## src/rtl/psum_pkg.sv

```systemverilog
`default_nettype none
// +--------------------------------------------------------------------+
// | psum_pkg : shared widths, saturation limits and FSM state encoding |
// | rev 1.0                                                            |
// +--------------------------------------------------------------------+
package psum_pkg;

    localparam int LANES  = 16;
    localparam int PSUM_W = 24;
    localparam int CNT_W  = 8;

    localparam logic [23:0] PSUM_MAX = 24'h7FFFFF;
    localparam logic [23:0] PSUM_MIN = 24'h800000;

    typedef enum logic [0:0] {
        IDLE  = 1'b0,
        ACCUM = 1'b1
    } state_t;

endpackage
`default_nettype wire

```

## src/rtl/psum_sat_add.sv

```systemverilog
`default_nettype none
// +--------------------------------------------------------------------+
// | psum_sat_add : one-lane signed saturating adder (combinational)    |
// | rev 1.0                                                            |
// +--------------------------------------------------------------------+
module psum_sat_add #(
    parameter int W = psum_pkg::PSUM_W
) (
    input  logic [W-1:0] a,
    input  logic [W-1:0] b,
    output logic [W-1:0] sum,
    output logic         sat
);

    localparam logic [W-1:0] c_max = {1'b0, {(W-1){1'b1}}};
    localparam logic [W-1:0] c_min = {1'b1, {(W-1){1'b0}}};

    logic [W:0] w_full;

    // Sign-extend to W+1 bits so the true sum never wraps.
    assign w_full = {a[W-1], a} + {b[W-1], b};

    always_comb begin
        sum = w_full[W-1:0];
        sat = 1'b0;
        if (w_full[W] != w_full[W-1]) begin
            sat = 1'b1;
            sum = w_full[W] ? c_min : c_max;
        end
    end

endmodule
`default_nettype wire

```

## src/rtl/psum_accumulator.sv

```systemverilog
`default_nettype none
// +--------------------------------------------------------------------+
// | psum_accumulator : K-tile signed psum accumulation with per-lane   |
// | saturation and a valid/ready output register.        rev 1.0      |
// +--------------------------------------------------------------------+
module psum_accumulator #(
    parameter int LANES  = psum_pkg::LANES,
    parameter int PSUM_W = psum_pkg::PSUM_W,
    parameter int CNT_W  = psum_pkg::CNT_W
) (
    input  logic                    clk,
    input  logic                    rst_n,
    input  logic                    start,
    input  logic [CNT_W-1:0]        num_tiles,
    input  logic                    in_valid,
    output logic                    in_ready,
    input  logic [LANES*PSUM_W-1:0] in_psum,
    output logic                    out_valid,
    input  logic                    out_ready,
    output logic [LANES*PSUM_W-1:0] partial_sum,
    output logic                    busy,
    output logic                    sat_flag
);

    import psum_pkg::*;

    state_t                    r_state;
    state_t                    w_state_next;
    logic [LANES*PSUM_W-1:0]   r_acc;
    logic [LANES*PSUM_W-1:0]   w_sum;
    logic [LANES*PSUM_W-1:0]   r_psum;
    logic [CNT_W-1:0]          r_tile_cnt;
    logic [CNT_W-1:0]          r_last_idx;
    logic                      r_sat;
    logic                      r_out_valid;
    logic                      r_sat_flag;
    logic [LANES-1:0]          w_lane_sat;
    logic                      w_any_clamp;
    logic                      w_final_tile;
    logic                      w_accept;
    logic                      w_final_accept;
    logic                      w_start_ok;

    generate
        for (genvar i = 0; i < LANES; i++) begin : g_lane
            psum_sat_add #(
                .W (PSUM_W)
            ) u_sat_add (
                .a   (r_acc[i*PSUM_W +: PSUM_W]),
                .b   (in_psum[i*PSUM_W +: PSUM_W]),
                .sum (w_sum[i*PSUM_W +: PSUM_W]),
                .sat (w_lane_sat[i])
            );
        end
    endgenerate

    assign w_any_clamp    = |w_lane_sat;
    assign w_final_tile   = (r_state == ACCUM) && (r_tile_cnt == r_last_idx);
    // The final tile may only land when the output register can take it.
    assign in_ready       = (r_state == ACCUM) &&
                            (!w_final_tile || !r_out_valid || out_ready);
    assign w_accept       = in_valid && in_ready;
    assign w_final_accept = w_accept && w_final_tile;
    assign w_start_ok     = (r_state == IDLE) && start && (num_tiles != '0);

    always_ff @(posedge clk or negedge rst_n) begin
        if (!rst_n) begin
            r_state <= IDLE;
        end else begin
            r_state <= w_state_next;
        end
    end

    always_comb begin
        w_state_next = r_state;
        case (r_state)
            IDLE:    if (w_start_ok)     w_state_next = ACCUM;
            ACCUM:   if (w_final_accept) w_state_next = IDLE;
            default: w_state_next = IDLE;
        endcase
    end

    always_ff @(posedge clk or negedge rst_n) begin
        if (!rst_n) begin
            r_acc      <= '0;
            r_tile_cnt <= '0;
            r_last_idx <= '0;
            r_sat      <= 1'b0;
        end else if (w_start_ok) begin
            r_acc      <= '0;
            r_tile_cnt <= '0;
            r_last_idx <= num_tiles - CNT_W'(1);
            r_sat      <= 1'b0;
        end else if (w_accept) begin
            r_sat <= r_sat | w_any_clamp;
            if (w_final_tile) begin
                r_acc <= '0;
            end else begin
                r_acc      <= w_sum;
                r_tile_cnt <= r_tile_cnt + CNT_W'(1);
            end
        end
    end

    // A final accept in the same cycle as a consume reloads rather than clears.
    always_ff @(posedge clk or negedge rst_n) begin
        if (!rst_n) begin
            r_psum      <= '0;
            r_out_valid <= 1'b0;
            r_sat_flag  <= 1'b0;
        end else if (w_final_accept) begin
            r_psum      <= w_sum;
            r_sat_flag  <= r_sat | w_any_clamp;
            r_out_valid <= 1'b1;
        end else if (r_out_valid && out_ready) begin
            r_out_valid <= 1'b0;
        end
    end

    assign partial_sum = r_psum;
    assign out_valid   = r_out_valid;
    assign sat_flag    = r_sat_flag;
    assign busy        = (r_state == ACCUM);

endmodule
`default_nettype wire

```

## config.mk

```make
export PLATFORM = sky130hd
export DESIGN_NAME = psum_accumulator
export DESIGN_NICKNAME = d
export VERILOG_FILES = /design/src/rtl/psum_pkg.sv /design/src/rtl/psum_sat_add.sv /design/src/rtl/psum_accumulator.sv
export SDC_FILE = /design/constraint.sdc
export NUM_CORES = 2
export LEC_CHECK = 0
export ABC_AREA = 1
export ABC_CLOCK_PERIOD_IN_PS = 3550
export CELL_PAD_IN_SITES_DETAIL_PLACEMENT = 0
export CELL_PAD_IN_SITES_GLOBAL_PLACEMENT = 1
export CORE_UTILIZATION = 39
export DETAILED_ROUTE_END_ITERATION = 8
export GPL_TIMING_DRIVEN = 0
export PLACE_DENSITY_LB_ADDON = 0.1
export SYNTH_ARGS = -nofsm -noshare
export SYNTH_HDL_FRONTEND = slang
export SYNTH_HIERARCHICAL = 1
export SYNTH_SLANG_ARGS = --single-unit
```

## constraint.sdc

```tcl
create_clock -name clk -period 3.55 [get_ports clk]
set_clock_uncertainty 0.1 [all_clocks]
set_input_delay 0.355 -clock clk [delete_from_list [all_inputs] [get_ports clk]]
set_output_delay 0.355 -clock clk [all_outputs]
set_load 0.03 [all_outputs]
```

==> Word level (Yosys, flattened, before mapping) <==
Index checks and enable logic that the tools add are counted.
{ "op_classes": {"div_mod_pow": 0, "n_lt_le_gt_ge": 0, "bitwise_logic": 2, "shift": 0, "n_mul": 0, "eq_ne": 18, "reduce_logical": 16, "add_sub_neg": 18, "n_mux": 61} }
{ "op_table": {"columns": ["cell", "count"], "rows": [
  ["384-bit 2-to-1 mux", 3],
  ["24-bit 2-to-1 mux", 32],
  ["24-bit by 24-bit adder with 25-bit output", 16],
  ["8-bit 2-to-1 mux", 3],
  ["1-bit 2-to-1 mux", 22],
  ["1-bit inequality test", 16],
  ["16-bit OR reduction", 1],
  ["8-bit by 1-bit adder with 8-bit output, second input constant", 1],
  ["8-bit equality test", 1],
  ["8-bit nonzero test", 1],
  ["8-bit by 1-bit subtractor with 8-bit output, second input constant", 1],
  ["1-bit logical AND", 7],
  ["2-bit nonzero test", 2],
  ["1-bit logical NOT", 2],
  ["1-bit logical OR", 2],
  ["2-bit by 1-bit inequality test with 1-bit output, second input constant", 1],
  ["1-bit one-hot mux with 2 select lines", 1],
  ["2-bit AND reduction", 1],
  ["1-bit NOT", 1],
  ["1-bit OR", 1]
]} }
{ "word_totals": {"out_inout_bits": 388, "ram_bits": 0, "mem_bits_ro": 0, "input_bits": 397, "latch_bits": 0, "elab_cells": 123, "register_bits": 788, "memories": 0} }

==> Logic depth before layout (Yosys ltp) <==
{ "logic_depth": {"ltp_word": 10, "mapped_depth": 19, "ltp_nobuf": 18} }

==> By module <==
The synthesis kept the hierarchy.
{ "modules_own_cells": {"columns": ["module", "area_per_inst_um2", "seq_area_each_um2", "cells_each", "n_inst"], "rows": [
  ["psum_accumulator", 30221.5, 19718.9, 3087, 1],
  ["psum_sat_add (g_lane[12].u_sat_add ...)", 1775.5, 0.0, 347, 13],
  ["psum_sat_add (g_lane[0].u_sat_add ...)", 1929.4, 0.0, 356, 3]
]} }

==> Least setup slack after synthesis <==
OpenSTA, ideal clock, no wires.
{ "synth_path": {"path_type": "reg2reg", "from": "register r_acc[24]", "to": "register r_sat", "path_buffers": 1, "arrival_time_ns": 2.706, "setup_slack_ns": 0.611, "stages_incl_launch_ff": 19, "required_ns": 3.318, "setup_time_ns": 0.132, "cell_sequence": "dfrtp_1 > ha_1 > fa_1 > nand2_1 > nand2_1 > nand3_1 > nand2_1 > nand2_1 > nand3_2 > nand2_1 > nand2_1 > nand2_2 > buf_4 > nand2_1 > or2_2 > nor4_1 > inv_1 > o21ai_0 > a21oi_1"} }
{ "synth_between": {"elab_chain_len": 7} }
{ "synth_lines": {"columns": ["element", "line_no", "text"], "rows": [
  ["start, declared", "psum_accumulator.sv:29", "logic [LANES*PSUM_W-1:0] r_acc;"],
  ["start signal, assigned", "psum_accumulator.sv:99", "r_acc <= w_sum;"],
  ["24-bit by 24-bit adder with 25-bit output", "psum_sat_add.sv:21", "assign w_full = {a[W-1], a} + {b[W-1], b};"],
  ["1-bit inequality test", "psum_sat_add.sv:26", "if (w_full[W] != w_full[W-1]) begin"],
  ["1-bit 2-to-1 mux", "psum_sat_add.sv:26", null],
  ["via w_lane_sat[1]", "psum_accumulator.sv:37", "logic [LANES-1:0] w_lane_sat;"],
  ["16-bit OR reduction", "psum_accumulator.sv:57", "assign w_any_clamp = |w_lane_sat;"],
  ["1-bit OR", "psum_accumulator.sv:95", "r_sat <= r_sat | w_any_clamp;"],
  ["1-bit 2-to-1 mux", "psum_accumulator.sv:94", "end else if (w_accept) begin"],
  ["1-bit 2-to-1 mux", "psum_accumulator.sv:89", "end else if (w_start_ok) begin"],
  ["end signal, assigned", "psum_accumulator.sv:95", null],
  ["end, declared", "psum_accumulator.sv:34", "logic r_sat;"]
]} }
The timed path passes the listed nets, and every way through them passes these cells. The select of a mux whose other input is x is not followed.
A chain may end at the register's enable or synchronous reset.

==> Worst setup path in the final report <==
{ "layout_path": {"from": "register r_acc[240]", "to": "register r_sat_flag, in the netlist sat_flag"} }
{ "layout_between": {"elab_chain_len": 5} }
{ "layout_lines": {"columns": ["element", "line_no", "text"], "rows": [
  ["24-bit by 24-bit adder with 25-bit output", "psum_sat_add.sv:21", null],
  ["1-bit inequality test", "psum_sat_add.sv:26", null],
  ["1-bit 2-to-1 mux", "psum_sat_add.sv:26", null],
  ["via w_lane_sat[10]", "psum_accumulator.sv:37", null],
  ["16-bit OR reduction", "psum_accumulator.sv:57", null],
  ["1-bit OR", "psum_accumulator.sv:113", "r_sat_flag <= r_sat | w_any_clamp;"],
  ["end signal, assigned", "psum_accumulator.sv:113", null],
  ["end, declared", "psum_accumulator.sv:36", "logic r_sat_flag;"]
]} }
The timed path passes the listed nets, and every way through them passes these cells.

==> key figures <==
Synth
  • Post-synthesis sequential area ratio: 0.334
  • Syn_nets: 9466
  • Post-synth EDFFs: 0
  • Register bit count reported by yosys: 788
  • Synth unique cells: 39
  • Avg Cell Area, Syn: 6.82 sq um
  • Post-Syn Instances: 8666
  • Synth warnings: 6
  • Ys flop type: dfrtp_1
  • Ys async rst share: 1.00
  • Cell area after synthesis: 59100 sq um

Place
  • DPL Wire Length: 191000 microns
  • Cells after DPL: 11500
  • Port bufs: 784
  • Pre-CTS setup slack: -1460 ps
  • Routability cong.: 0.975

CTS
  • Clock Latency Late Sink: 710 ps
  • Clock Path Buffers: 3
  • TritonCTS clock tree: done
  • Clk slew on worst S/H paths: 60 ps
  • H-Tree Depth: 3
  • CTS root buf: clkbuf_16
  • Clock Sink Count: 788
  • Total CTS buffers: 97

GRT
  • Pin count of the biggest net entering global routing: 112
  • Global route total overflow: 0
  • First-pass GRT wire length: 352000 microns
  • Met3 usage: 0.0565
  • Vias in the first global route: 59000
  • Initial antenna violation count: 65
  • Gr usage total: 0.298
  • Global Route met2 Usage: 0.497
  • Gr busiest metal: met2
  • GR Layer Usage met1: 0.381

Power
  • PD cells: 1080 nW/um^2
  • Sw frac: 0.522
  • Internal cell power: 37.9 mW
  • Clock power share: 0.137
  • Switching power: 41.5 mW
  • Maximum vdd drop: 518 uV
  • Sequential power share: 0.204
  • Static Leak: 38.2 nW
  • Comb pwr share: 0.659

Cells and area
  • Commonest non-fill, non-tap cell in the layout: nand2_1
  • Layout area overhead: 24.8%
  • Fin cells: 11700
  • Most frequent cells in the layout: nand2_1, inv_1, dfrtp_1
  • Fillers: 15600
  • Proportion of layout cells with a drive suffix above 1: 0.0671
  • Nets@finish: 10400

Run
  • Max Cap Viol: 0

Timing
  • Least-Margin Pin Slew: 1280 ps
  • Max Slew Vio Count: 0
  • # setup viols final: 0
  • Final Hold Fails: 0
  • FMAX: 290 MHz
  • Final Critical Period: 3450 ps
  • PnR worst setup slack: 104 ps
  • Tcrit/Tclk final: 0.971
  • Slew headroom: 0.149

Floorplan
  • Chip height: 391 microns
  • # IOs: 785
  • Starting density of the core: 0.394
  • Die footprint: 153000 sq um
  • Core ar.: 150000 sq um
  • Die Span X: 391 microns
  • Site row count: 142

Critical path
  • Crit. End Element: register
  • Slowest cell delay on critical path: 450 ps
  • Path depth of the worst reg2reg path: 17
  • Critical Path RT: 4040 ps
  • Startpoint Class: register
  • Crit-path cells: ha_4 -> fa_2 -> nand2_1 -> nand2_1 -> nand3_1 -> nand2_4 -> nand2_2 -> nand3_2 -> nand2_1 -> nand2_2 -> nand2_4 -> buf_8 -> nand2_2 -> nor4_4 -> nand4_1 -> nor2_4 -> o21ai_1
  • Crit-path leading delay family: simple AND/OR/NAND/NOR gates
  • Startpoint of the worst register-to-register path: r_acc[240]$_DFFE_PN0P_
  • Crit-path max FO: 10
  • R2R setup slack: 100 ps
  • R2r endpoint: sat_flag$_DFFE_PN0P_
  • Crit Path Category: reg -> reg
  • Slowest stage cell, crit path: nor4_4
  • Worst path bufs/invs: 1
  • Worst EP arrival: 3940 ps

Routing
  • Vias post-DR: 59700
  • Post-Route WL: 233000 microns
  • WL per Instance: 19.9 microns
  • Pre-Repair DR Iteration Count: 6
  • DRC viols: 0
  • 1st-iter DRT viols: 3538
  • Vias per inst: 5.10
  • Remaining antenna violation count: 0

Worst hold path
  • Path type of the worst min-delay path: in -> async

Run status
  • Status: finished clean
-- area by class of cell --
class	count	area [sq um]	share of cell area
multi-input cells	6498	33900	0.460
flip-flops and latches	788	19700	0.267
repair buffers	809	8180	0.111
inverters	1117	4190	0.0568
clock buffers	125	2740	0.0371
well taps	2016	2520	0.0342
plain buffers	263	1630	0.0221
clock inverters	53	736	0.00998
diodes	40	100	0.00136
-- cell families (layout without fill, tap and decap cells) --
group,Yosys count,in the layout,share of synthesized area
adder cells (fa/ha/maj),403,403,0.0874
flip-flops,788,788,0.334
AND/OR/NAND/NOR,4394,4394,0.317
XOR/XNOR,251,251,0.0372
other,0,40,0
buffers and inverters,1380,2367,0.0974
AO/OA/AOI/OAI,1450,1450,0.127
-- registers in the layout (all words and copies together), names as in the netlist --
signal / count
busy: 1
r_sat: 1
r_tile_cnt: 8
out_valid: 1
r_acc: 384
r_last_idx: 8
partial_sum: 384
sat_flag: 1
-- synthesized netlist by cell type, drive strengths merged (2+ instances only) --
cell type,instances,share of area
nand2,2917,0.19
inv,1117,0.071
o21ai,957,0.081
dfrtp,788,0.33
nand3,678,0.062
nor2,521,0.035
a21oi,389,0.033
ha,387,0.082
nand4,188,0.020
buf,142,0.019
xnor2,132,0.020
clkbuf,121,0.0077
xor2,119,0.018
o21bai,83,0.011
nor3,30,0.0025
or2,22,0.0023
a31oi,21,0.0022
and3,19,0.0021
and2,16,0.0017
fa,16,0.0054
nor4,2,0.00021
-- routing by layer --
layer	vias up	routed length, microns
met4	24	8500
met5	-	170
met1	28100	101000
li1	29800	-
met3	329	13900
met2	1463	109000
-- worst max-delay path by stage --
stage | start | endpoint | slack (ps) | depth (start not counted)
5_1_grt | r_acc[246]$_DFFE_PN0P_ | sat_flag$_DFFE_PN0P_ | -10 | 16
3_5_place_dp | in_psum[312] | sat_flag$_DFFE_PN0P_ | -1460 | 18
4_1_cts | r_acc[216]$_DFFE_PN0P_ | sat_flag$_DFFE_PN0P_ | 10 | 17
2_1_floorplan | r_acc[24]$_DFFE_PN0P_ | r_sat$_DFFE_PN0P_ | 610 | 18
3_3_place_gp | rst_n | partial_sum[78]$_DFFE_PN0P_ | -35100 | 1
6_report | r_acc[240]$_DFFE_PN0P_ | sat_flag$_DFFE_PN0P_ | 100 | 17
-- power groups by stage --
stage,Combinational (mW),Clock (mW),Sequential [mW]
floorplan,31.6,0,18.9
global placement,51.1,0,16.3
detailed placement,51.4,0,16.2
CTS,52.1,11.1,16.1
global route,58.4,11.5,16.6
finish,52.4,10.9,16.2
-- per-stage QoR --
| stage | power (mW) | util | hold slack [ps] | TNS, ps | instance area, sq um |
|---|---|---|---|---|---|
| 5_1_grt | 86.5 | 0.491 | 120 | -12.9 | 73700 |
| 2_1_floorplan | 50.4 | - | -40.6 | 0 | 59100 |
| 3_5_place_dp | 67.7 | 0.464 | 281 | -7910 | 69700 |
| 3_3_place_gp | 67.4 | 0.463 | 369 | - | 69500 |
| 6_report | 79.4 | 0.491 | 101 | 0 | 73800 |
| 4_1_cts | 79.4 | 0.489 | 84.9 | 0 | 73300 |
-- worst register-to-register path: stages (launching register included) --
cell	delay, ps
dfrtp_1	410
ha_4	200
fa_2	390
nand2_1	110
nand2_1	70
nand3_1	120
nand2_4	100
nand2_2	100
nand3_2	90
nand2_1	90
nand2_2	100
nand2_4	120
buf_8	140
nand2_2	100
nor4_4	450
nand4_1	250
nor2_4	270
o21ai_1	110
-- timing repair --
item | 4_1_cts | 5_1_grt
hold endpoints to repair | 81 | 0
pin swaps | 8 | 14
gates resized for setup | 48 | 68
hold buffers | 1 | 0
setup buffers | 7 | 10
endpoints found under the setup margin | 2 | 2
(Power assumes the default switching activity.)
